$ cat config.mk
export PLATFORM = sky130hd
export DESIGN_NAME = icache_fill_ctrl_flat
export DESIGN_NICKNAME = d
export VERILOG_FILES = /design/src/rtl/icache_fill_ctrl_if.sv /design/src/rtl/icache_fill_ctrl.sv /design/src/flat_wrapper.sv
export SDC_FILE = /design/constraint.sdc
export NUM_CORES = 1
export LEC_CHECK = 0
export CORE_MARGIN = 5
export CORE_UTILIZATION = 43
export DETAILED_ROUTE_END_ITERATION = 10
export HOLD_SLACK_MARGIN = 0.06
export PLACE_DENSITY = 0.75
export SLEW_MARGIN = 20
export SYNTH_ARGS = -nofsm -noshare
export SYNTH_HDL_FRONTEND = slang
export SYNTH_SLANG_ARGS = --single-unit
$ cat constraint.sdc
create_clock -name clk -period 2.6 [get_ports clk]
set_input_delay 0.52 -clock clk [delete_from_list [all_inputs] [get_ports clk]]
set_output_delay 0.52 -clock clk [all_outputs]
set_load 0.03 [all_outputs]
$ cat src/rtl/icache_fill_ctrl_if.sv
// icache_fill_ctrl_if: miss, serializer, deserializer and fill-port bundle for the icache fill controller.
// master is the controller's view; slave is the view of the surrounding cache/bus logic.
interface icache_fill_ctrl_if #(
  parameter int PADDR_W = 15
);
  logic               miss_e;
  logic               miss_o;
  logic [PADDR_W-1:0] paddr_e;
  logic [PADDR_W-1:0] paddr_o;
  logic               flush;
  logic               ser_req;
  logic               ser_grant;
  logic               ser_valid;
  logic               ser_release;
  logic [PADDR_W-1:0] ser_paddr;
  logic [3:0]         ser_dest;
  logic               des_full;
  logic [PADDR_W-1:0] des_paddr;
  logic               des_read;
  logic               fill_we_e;
  logic               fill_we_o;
  logic [PADDR_W-1:0] fill_paddr;
  logic               fill_done_e;
  logic               fill_done_o;
  logic               busy;
  logic [7:0]         timeout_cnt;
  logic [7:0]         drop_cnt;

  modport master (
    input  miss_e, miss_o, paddr_e, paddr_o, flush, ser_grant, des_full, des_paddr,
    output ser_req, ser_valid, ser_release, ser_paddr, ser_dest, des_read,
           fill_we_e, fill_we_o, fill_paddr, fill_done_e, fill_done_o, busy,
           timeout_cnt, drop_cnt
  );

  modport slave (
    output miss_e, miss_o, paddr_e, paddr_o, flush, ser_grant, des_full, des_paddr,
    input  ser_req, ser_valid, ser_release, ser_paddr, ser_dest, des_read,
           fill_we_e, fill_we_o, fill_paddr, fill_done_e, fill_done_o, busy,
           timeout_cnt, drop_cnt
  );
endinterface

$ cat src/rtl/icache_fill_ctrl.sv
// icache_fill_ctrl: two-bank instruction-cache miss fill controller.
// Latches one miss per bank, services them round-robin over the serializer and writes the returned line.
module icache_fill_ctrl #(
  parameter int PADDR_W = 15,
  parameter int TIMEOUT = 255
) (
  input logic                clk,
  input logic                reset,
  icache_fill_ctrl_if.master bus
);

  localparam logic [2:0] IDLE = 3'd0;
  localparam logic [2:0] REQ  = 3'd1;
  localparam logic [2:0] SEND = 3'd2;
  localparam logic [2:0] WAIT = 3'd3;
  localparam logic [2:0] FILL = 3'd4;
  localparam logic [7:0] WAIT_LAST = 8'(TIMEOUT - 1);

  logic [2:0]         state;
  logic               pend_e;
  logic               pend_o;
  logic               rr;
  logic               cur_bank;
  logic [PADDR_W-1:0] addr_e;
  logic [PADDR_W-1:0] addr_o;
  logic [PADDR_W-1:0] cur_paddr;
  logic [7:0]         wait_cnt;
  logic [7:0]         timeout_cnt_q;
  logic [7:0]         drop_cnt_q;
  logic               pick_odd;
  logic               des_match;
  logic               des_drop;
  logic               flush_all;
  logic               flush_other;
  logic               clr_e;
  logic               clr_o;

  assign pick_odd    = pend_o && (!pend_e || rr);
  assign des_match   = (state == WAIT) && bus.des_full && (bus.des_paddr == cur_paddr);
  assign des_drop    = (state == WAIT) && bus.des_full && (bus.des_paddr != cur_paddr);
  assign flush_all   = bus.flush && ((state == IDLE) || (state == REQ));
  assign flush_other = bus.flush && !flush_all;

  // Once a request is on the bus a flush only spares the bank in flight; filling always retires its flag.
  assign clr_e = flush_all || (flush_other && cur_bank)  || ((state == FILL) && !cur_bank);
  assign clr_o = flush_all || (flush_other && !cur_bank) || ((state == FILL) && cur_bank);

  always_ff @(posedge clk or posedge reset) begin
    if (reset) begin
      pend_e <= 1'b0;
      pend_o <= 1'b0;
      addr_e <= '0;
      addr_o <= '0;
    end else begin
      if (bus.miss_e && !pend_e) begin
        pend_e <= 1'b1;
        addr_e <= bus.paddr_e;
      end
      if (bus.miss_o && !pend_o) begin
        pend_o <= 1'b1;
        addr_o <= bus.paddr_o;
      end
      if (clr_e) pend_e <= 1'b0;
      if (clr_o) pend_o <= 1'b0;
    end
  end

  always_ff @(posedge clk or posedge reset) begin
    if (reset) begin
      state         <= IDLE;
      rr            <= 1'b0;
      cur_bank      <= 1'b0;
      cur_paddr     <= '0;
      wait_cnt      <= 8'd0;
      timeout_cnt_q <= 8'd0;
      drop_cnt_q    <= 8'd0;
    end else begin
      case (state)
        IDLE: begin
          if (!bus.flush && (pend_e || pend_o)) begin
            cur_bank  <= pick_odd;
            cur_paddr <= pick_odd ? addr_o : addr_e;
            state     <= REQ;
          end
        end
        REQ: begin
          if (bus.flush)          state <= IDLE;
          else if (bus.ser_grant) state <= SEND;
        end
        SEND: begin
          wait_cnt <= 8'd0;
          state    <= WAIT;
        end
        WAIT: begin
          if (des_match) begin
            state <= FILL;
          end else if (wait_cnt == WAIT_LAST) begin
            state <= REQ;
            if (timeout_cnt_q != 8'hFF) timeout_cnt_q <= timeout_cnt_q + 8'd1;
          end else begin
            wait_cnt <= wait_cnt + 8'd1;
          end
        end
        FILL: begin
          rr    <= ~cur_bank;
          state <= IDLE;
        end
        default: state <= IDLE;
      endcase
      if (des_drop && (drop_cnt_q != 8'hFF)) drop_cnt_q <= drop_cnt_q + 8'd1;
    end
  end

  assign bus.ser_req     = (state == REQ);
  assign bus.ser_valid   = (state == SEND);
  assign bus.ser_release = (state == SEND);
  assign bus.ser_paddr   = (state == SEND) ? cur_paddr : '0;
  assign bus.ser_dest    = (state == SEND) ? {3'b000, cur_bank} : 4'b0000;
  assign bus.des_read    = (state == FILL) || des_drop;
  assign bus.fill_we_e   = (state == FILL) && !cur_bank;
  assign bus.fill_we_o   = (state == FILL) && cur_bank;
  assign bus.fill_done_e = (state == FILL) && !cur_bank;
  assign bus.fill_done_o = (state == FILL) && cur_bank;
  assign bus.fill_paddr  = (state == FILL) ? cur_paddr : '0;
  assign bus.busy        = (state != IDLE);
  assign bus.timeout_cnt = timeout_cnt_q;
  assign bus.drop_cnt    = drop_cnt_q;

endmodule

$ cat src/flat_wrapper.sv
// flat-port wrapper written by rule: the top's interface ports become plain ports
module icache_fill_ctrl_flat 
#(
  parameter int PADDR_W = 15,
  parameter int TIMEOUT = 255
)
  (clk, reset, bus_miss_e, bus_miss_o, bus_paddr_e, bus_paddr_o, bus_flush, bus_ser_grant, bus_des_full, bus_des_paddr, bus_ser_req, bus_ser_valid, bus_ser_release, bus_ser_paddr, bus_ser_dest, bus_des_read, bus_fill_we_e, bus_fill_we_o, bus_fill_paddr, bus_fill_done_e, bus_fill_done_o, bus_busy, bus_timeout_cnt, bus_drop_cnt);
  icache_fill_ctrl_if #(.PADDR_W(PADDR_W)) bus_i ();
  input logic clk;
  input logic reset;
  input wire logic [$bits(bus_i.miss_e)-1:0] bus_miss_e;
  input wire logic [$bits(bus_i.miss_o)-1:0] bus_miss_o;
  input wire logic [$bits(bus_i.paddr_e)-1:0] bus_paddr_e;
  input wire logic [$bits(bus_i.paddr_o)-1:0] bus_paddr_o;
  input wire logic [$bits(bus_i.flush)-1:0] bus_flush;
  input wire logic [$bits(bus_i.ser_grant)-1:0] bus_ser_grant;
  input wire logic [$bits(bus_i.des_full)-1:0] bus_des_full;
  input wire logic [$bits(bus_i.des_paddr)-1:0] bus_des_paddr;
  output wire logic [$bits(bus_i.ser_req)-1:0] bus_ser_req;
  output wire logic [$bits(bus_i.ser_valid)-1:0] bus_ser_valid;
  output wire logic [$bits(bus_i.ser_release)-1:0] bus_ser_release;
  output wire logic [$bits(bus_i.ser_paddr)-1:0] bus_ser_paddr;
  output wire logic [$bits(bus_i.ser_dest)-1:0] bus_ser_dest;
  output wire logic [$bits(bus_i.des_read)-1:0] bus_des_read;
  output wire logic [$bits(bus_i.fill_we_e)-1:0] bus_fill_we_e;
  output wire logic [$bits(bus_i.fill_we_o)-1:0] bus_fill_we_o;
  output wire logic [$bits(bus_i.fill_paddr)-1:0] bus_fill_paddr;
  output wire logic [$bits(bus_i.fill_done_e)-1:0] bus_fill_done_e;
  output wire logic [$bits(bus_i.fill_done_o)-1:0] bus_fill_done_o;
  output wire logic [$bits(bus_i.busy)-1:0] bus_busy;
  output wire logic [$bits(bus_i.timeout_cnt)-1:0] bus_timeout_cnt;
  output wire logic [$bits(bus_i.drop_cnt)-1:0] bus_drop_cnt;
  assign bus_i.miss_e = bus_miss_e;
  assign bus_i.miss_o = bus_miss_o;
  assign bus_i.paddr_e = bus_paddr_e;
  assign bus_i.paddr_o = bus_paddr_o;
  assign bus_i.flush = bus_flush;
  assign bus_i.ser_grant = bus_ser_grant;
  assign bus_i.des_full = bus_des_full;
  assign bus_i.des_paddr = bus_des_paddr;
  assign bus_ser_req = bus_i.ser_req;
  assign bus_ser_valid = bus_i.ser_valid;
  assign bus_ser_release = bus_i.ser_release;
  assign bus_ser_paddr = bus_i.ser_paddr;
  assign bus_ser_dest = bus_i.ser_dest;
  assign bus_des_read = bus_i.des_read;
  assign bus_fill_we_e = bus_i.fill_we_e;
  assign bus_fill_we_o = bus_i.fill_we_o;
  assign bus_fill_paddr = bus_i.fill_paddr;
  assign bus_fill_done_e = bus_i.fill_done_e;
  assign bus_fill_done_o = bus_i.fill_done_o;
  assign bus_busy = bus_i.busy;
  assign bus_timeout_cnt = bus_i.timeout_cnt;
  assign bus_drop_cnt = bus_i.drop_cnt;
  icache_fill_ctrl #(.PADDR_W(PADDR_W), .TIMEOUT(TIMEOUT)) u_core (.clk(clk), .reset(reset), .bus(bus_i));
endmodule
### Word level (Yosys, flattened, before mapping)

Cells that the tools add are included.
Widths: inputs -> output; s select.

* word-level logic and storage cells: 83
* output and inout bits: 59
* register bits: 76

* equality and inequality tests: 14
* muxes and demuxes: 17
* reduce and logical (&&, ||, !) cells: 36
* add/subtract/negate cells: 3
* bitwise operators: 2

Operator list (number)
* $mux 15: 3
* $add 8x1->8 const B: 3
* $mux 8: 2
* $ne 8x8->1 const B: 2
* $pmux 8 s2: 1
* $eq 15x15->1: 1
* $mux 3: 5
* $ne 15x15->1: 1
* $logic_and 1x1->1: 14
* $pmux 3 s4: 1
* $eq 8x8->1 const B: 1
* $logic_or 1x1->1: 8
* $eq 3x2->1 const B: 2
* $ne 2x2->1 const B: 3
* $reduce_and 3->1: 2
* $reduce_bool 2->1: 3
* $logic_not 1->1: 5
* $mux 1: 5
* $reduce_and 4->1: 1
* $eq 3x1->1 const B: 1
* $eq 3x3->1 const B: 1
* $logic_not 3->1: 1
* $ne 3x2->1 const B: 1
* $ne 3x3->1 const B: 1
* 3 further kinds: 4

### Longest topological paths before layout

* depth after elaboration: 9
* gate-level depth with buffers: 7
* mapped depth without buffers: 7

### Worst setup path before layout

Ideal clock, no wire load.

* path type: input to output
* from: in bus_des_paddr[2]
* to: out bus_des_read
* slack: 267 ps
* cell stages on the path: 5
* buffers on the path: 1
* required time: 2080 ps
* data arrival time: 1813 ps
* cells stage by stage: xnor2_1 nand4_1 or4_1 buf_2 a41o_1

* longest elaborated chain between the ends: 3

Ends and longest elaborated chain
* start: declaration: line flat_wrapper.sv:18 `input wire logic [$bits(bus_i.des_paddr)-1:0] bus_des_paddr;`
* $ne 15x15->1: line icache_fill_ctrl.sv:40 `assign des_drop = (state == WAIT) && bus.des_full && (bus.des_paddr != cur_paddr);`
* $logic_and 1x1->1: line icache_fill_ctrl.sv:40
* $logic_or 1x1->1: line icache_fill_ctrl.sv:119 `assign bus.des_read = (state == FILL) || des_drop;`
* end: declaration: line flat_wrapper.sv:24 `output wire logic [$bits(bus_i.des_read)-1:0] bus_des_read;`

No other way between the ends.

### Final worst setup path

* from: reg u_core.cur_paddr[11]
* to: out bus_des_read

* longest elaborated chain between the ends: 3

Ends and longest elaborated chain
* start: declaration: line icache_fill_ctrl.sv:26 `logic [PADDR_W-1:0] cur_paddr;`
* start signal: assignment: line icache_fill_ctrl.sv:82 `cur_paddr <= pick_odd ? addr_o : addr_e;`
* $ne 15x15->1: line icache_fill_ctrl.sv:40
* $logic_and 1x1->1: line icache_fill_ctrl.sv:40
* $logic_or 1x1->1: line icache_fill_ctrl.sv:119

No other way between the ends.

==> results.sh <==
export IMPL_finalMaxSlewViolations=0
export IMPL_dr_wl_met2_mm=4.81
export IMPL_cts_sinks=76
export IMPL_slowest_stage="or4_4"
export IMPL_cts_root_buffer="clkbuf_8"
export IMPL_met1_length_mm=4.14
export IMPL_layout_drive_gt1_share_pct=24.8
export IMPL_criticalPathCategory="reg -> out"
export IMPL_track_usage_pct=18.2
export IMPL_drc=0
export IMPL_core_sq_mm=0.00881
export IMPL_std_cell_rows=34
export IMPL_cts_buffers=9
export IMPL_worstRegToRegCells=7
export IMPL_start_util_pct=44.3
export IMPL_cellLeakagePower_nw=2.41
export IMPL_ios=111
export IMPL_drt_iter0_drc=77
export IMPL_finalSetupViolations=0
export IMPL_antenna_found_initial=1
export IMPL_numPortBuffers=107
export IMPL_wl_per_cell_um=16.7
export IMPL_cp_end_kind="primary output"
export IMPL_synth_edff_count=0
export IMPL_final_common_cell="dfrtp_1"
export IMPL_power_density_mw_per_mm2=933
export IMPL_synth_ff_type="dfrtp_1"
export IMPL_crit_start="u_core.cur_paddr[11]"
export IMPL_grt_max_degree=63
export IMPL_grt_pass1_vias=3358
export IMPL_required_ns=2.08
export IMPL_yosys_register_bits=76
export IMPL_syn_inst=369
export IMPL_fin_nets=540
export IMPL_vias=3177
export IMPL_post_route_period_util_pct=98.3
export IMPL_crit_chain="xnor2_2 > nand4_1 > or4_4 > a41o_1 > buf_6"
export IMPL_grt_overflow_total=0
export IMPL_ys_types=47
export IMPL_grt_pass1_wl_mm=16.4
export IMPL_clk_latency_ns=0.34
export IMPL_yosysTopAreaCellShare_pct=48.7
export IMPL_critPathCapture="bus_des_read"
export IMPL_placedCellCount=578
export IMPL_cap_viol_max_count=0
export IMPL_ys_top_cells_by_area="dfrtp_1 49%, mux2_2 8.7%, xnor2_1 4.9%"
export IMPL_place_ws_ns=-0.345
export IMPL_cts_tree="built"
export IMPL_die_area_sq_mm=0.0111
export IMPL_htree_levels=3
export IMPL_die_y_um=105
export IMPL_yosysSeqAreaShare_pct=48.7
export IMPL_r2r_slack_ns=0.30
export IMPL_clock_fmax_mhz=391
export IMPL_met3WireLength_um=860
export IMPL_synth_area_leader_cell="dfrtp_1"
export IMPL_fin_area_sq_mm=0.00528
export IMPL_die_w_um=105
export IMPL_reg2reg_from="u_core.cur_paddr[0]"
export IMPL_instances_no_fill=596
export IMPL_drt_pass1_iterations=4
export IMPL_hold_viol_final=0
export IMPL_wirelength_mm=9.94
export IMPL_cp_slowest_stage_delay_ns=0.52
export IMPL_final_cell_mix="75 x dfrtp_1, 55 x clkdlybuf4s50_1, 54 x buf_4"
export IMPL_critPathMaxFanout=4
export IMPL_startpoint_type="flip-flop"
export IMPL_dp_hpwl_mm=7.43
export IMPL_grt_setup_unrepaired="yes"
export IMPL_ys_warn_count=0
export IMPL_dpl_instance_area_sq_mm=0.00506
export IMPL_clkTransAtPathRegs_ns=0.08
export IMPL_syn_to_final_growth_pct=35.2
export IMPL_reg2reg_to="u_core.wait_cnt[5]"
export IMPL_worstPathArrival_ns=2.04
export IMPL_antenna_left=0
export IMPL_avgSynthCellArea_sq_um=10.6
export IMPL_setup_ws_ns=0.0448
export IMPL_diodes=0
export IMPL_final_util_pct=60.0
export IMPL_top_layer="met5"
export IMPL_max_clock_path_buffers=2
export IMPL_gp_congestion=0.841
export IMPL_finClkSkew_ns=0.0123
export IMPL_vias_per_cell=5.33
export IMPL_async_flop_share_pct=100
export IMPL_fin_crit_ns=2.56
export IMPL_min_path_type="in -> async"
export IMPL_ir_drop_v=0.000370
export IMPL_status="finished, final reports clean"
export IMPL_syn_cell_area_sq_mm=0.00390
[routing by layer]
metal	vias to the layer above	track usage [%]
met5	-	0
met4	2	5.44
met3	14	5.56
met2	105	30.5
met1	1538	22.8
li1	1518	-
[per-stage QoR]
| step | setup TNS (ns) | hold slack, ns | total power [W] |
|---|---|---|---|
| finish | 0 | 0.467 | 0.00493 |
| global route | -0.0499 | 0.487 | 0.00529 |
| CTS | -0.0137 | 0.463 | 0.00497 |
| detailed placement | -0.712 | 0.495 | 0.00415 |
| global placement | -0.415 | 0.480 | 0.00405 |
| floorplan | 0 | 0.448 | 0.00342 |
[synth_stat cells, types with 2 or more instances]
master     n
nor4_1     3
inv_1      4
o211ai_1   3
mux2_2    30
and2_1    17
nor4b_2    2
ha_1       4
nor3_1    11
o21ai_1    2
a31oi_1    2
or4_1      4
nor2_1    29
and3_1    16
nand4_1   11
dfrtp_1   76
o21ai_0    4
nand2b_1   2
buf_2      5
xnor2_1   22
a21oi_1   20
buf_4      6
mux2_1     2
a21o_1     2
xor2_1     6
nor2b_1    5
clkbuf_1  15
mux2i_1   17
nand3b_1   2
nand3_1   15
nand2_1   15
[what timing repair did]
item / 4_1_cts / 5_1_grt
gates resized for setup: 22 / 3
setup endpoints to repair: 3 / 1
buffers inserted: 2 / 1
pin swaps: 15 / 0
cloned: 0 / 0
hold buffers: 0 / 0
[worst max-delay path, delay by kind of cell (launching register included)]
family                    cells  cell delay [ns]
AOI/OAI and AO/OA             1             0.21
xor gates and xnor gates      1             0.20
buffers and inverters         1             0.14
and+or+nand+nor               2             0.69
DFF                           1             0.45
[power breakdown]
group / internal [W] / switching [W]
logic: 0.00102 / 0.000981
clock network: 0.000362 / 0.000413
registers: 0.00168 / 0.000471
total: 0.00306 / 0.00187
[cell families after synthesis]
group                      synth area share [%]
other                                    0.0960
AOI/OAI and AO/OA                          6.54
DFF                                        48.7
and+or+nand+nor                            19.8
buffers and inverters                      3.72
xor gates and xnor gates                   6.28
adders and majority gates                  1.28
muxes                                      13.6
[registers in the layout, summed over array words and instances, names as in the netlist]
signal,flops
u_core.addr_e,15
u_core.addr_o,15
u_core.cur_paddr,15
u_core.bus.drop_cnt,8
u_core.bus.timeout_cnt,8
u_core.wait_cnt,8
u_core.state,3
u_core.cur_bank,1
u_core.pend_e,1
u_core.pend_o,1
u_core.rr,1
[layout make-up]
type / instances / area (sq um)
Fill cell: 751 / 3530
Tap cell: 108 / 135
Sequential cell: 76 / 1900
Clock buffer: 10 / 138
Inverter: 5 / 18.8
Clock inverter: 5 / 28.8
Multi-Input combinational cell: 264 / 1920
Timing Repair Buffer: 128 / 1140
[worst min path at each step]
stage / slack (ns) / from / endpoint
floorplan: 0.45 / u_core.wait_cnt[7] / u_core.wait_cnt[7]
global placement: 0.48 / u_core.bus.timeout_cnt[6] / u_core.bus.timeout_cnt[6]
detailed placement: 0.50 / u_core.addr_o[4] / u_core.addr_o[4]
CTS: 0.46 / reset / u_core.bus.drop_cnt[0]
global route: 0.49 / reset / u_core.bus.drop_cnt[7]
finish: 0.47 / reset / u_core.bus.drop_cnt[7]
(Power assumes the default switching activity.)
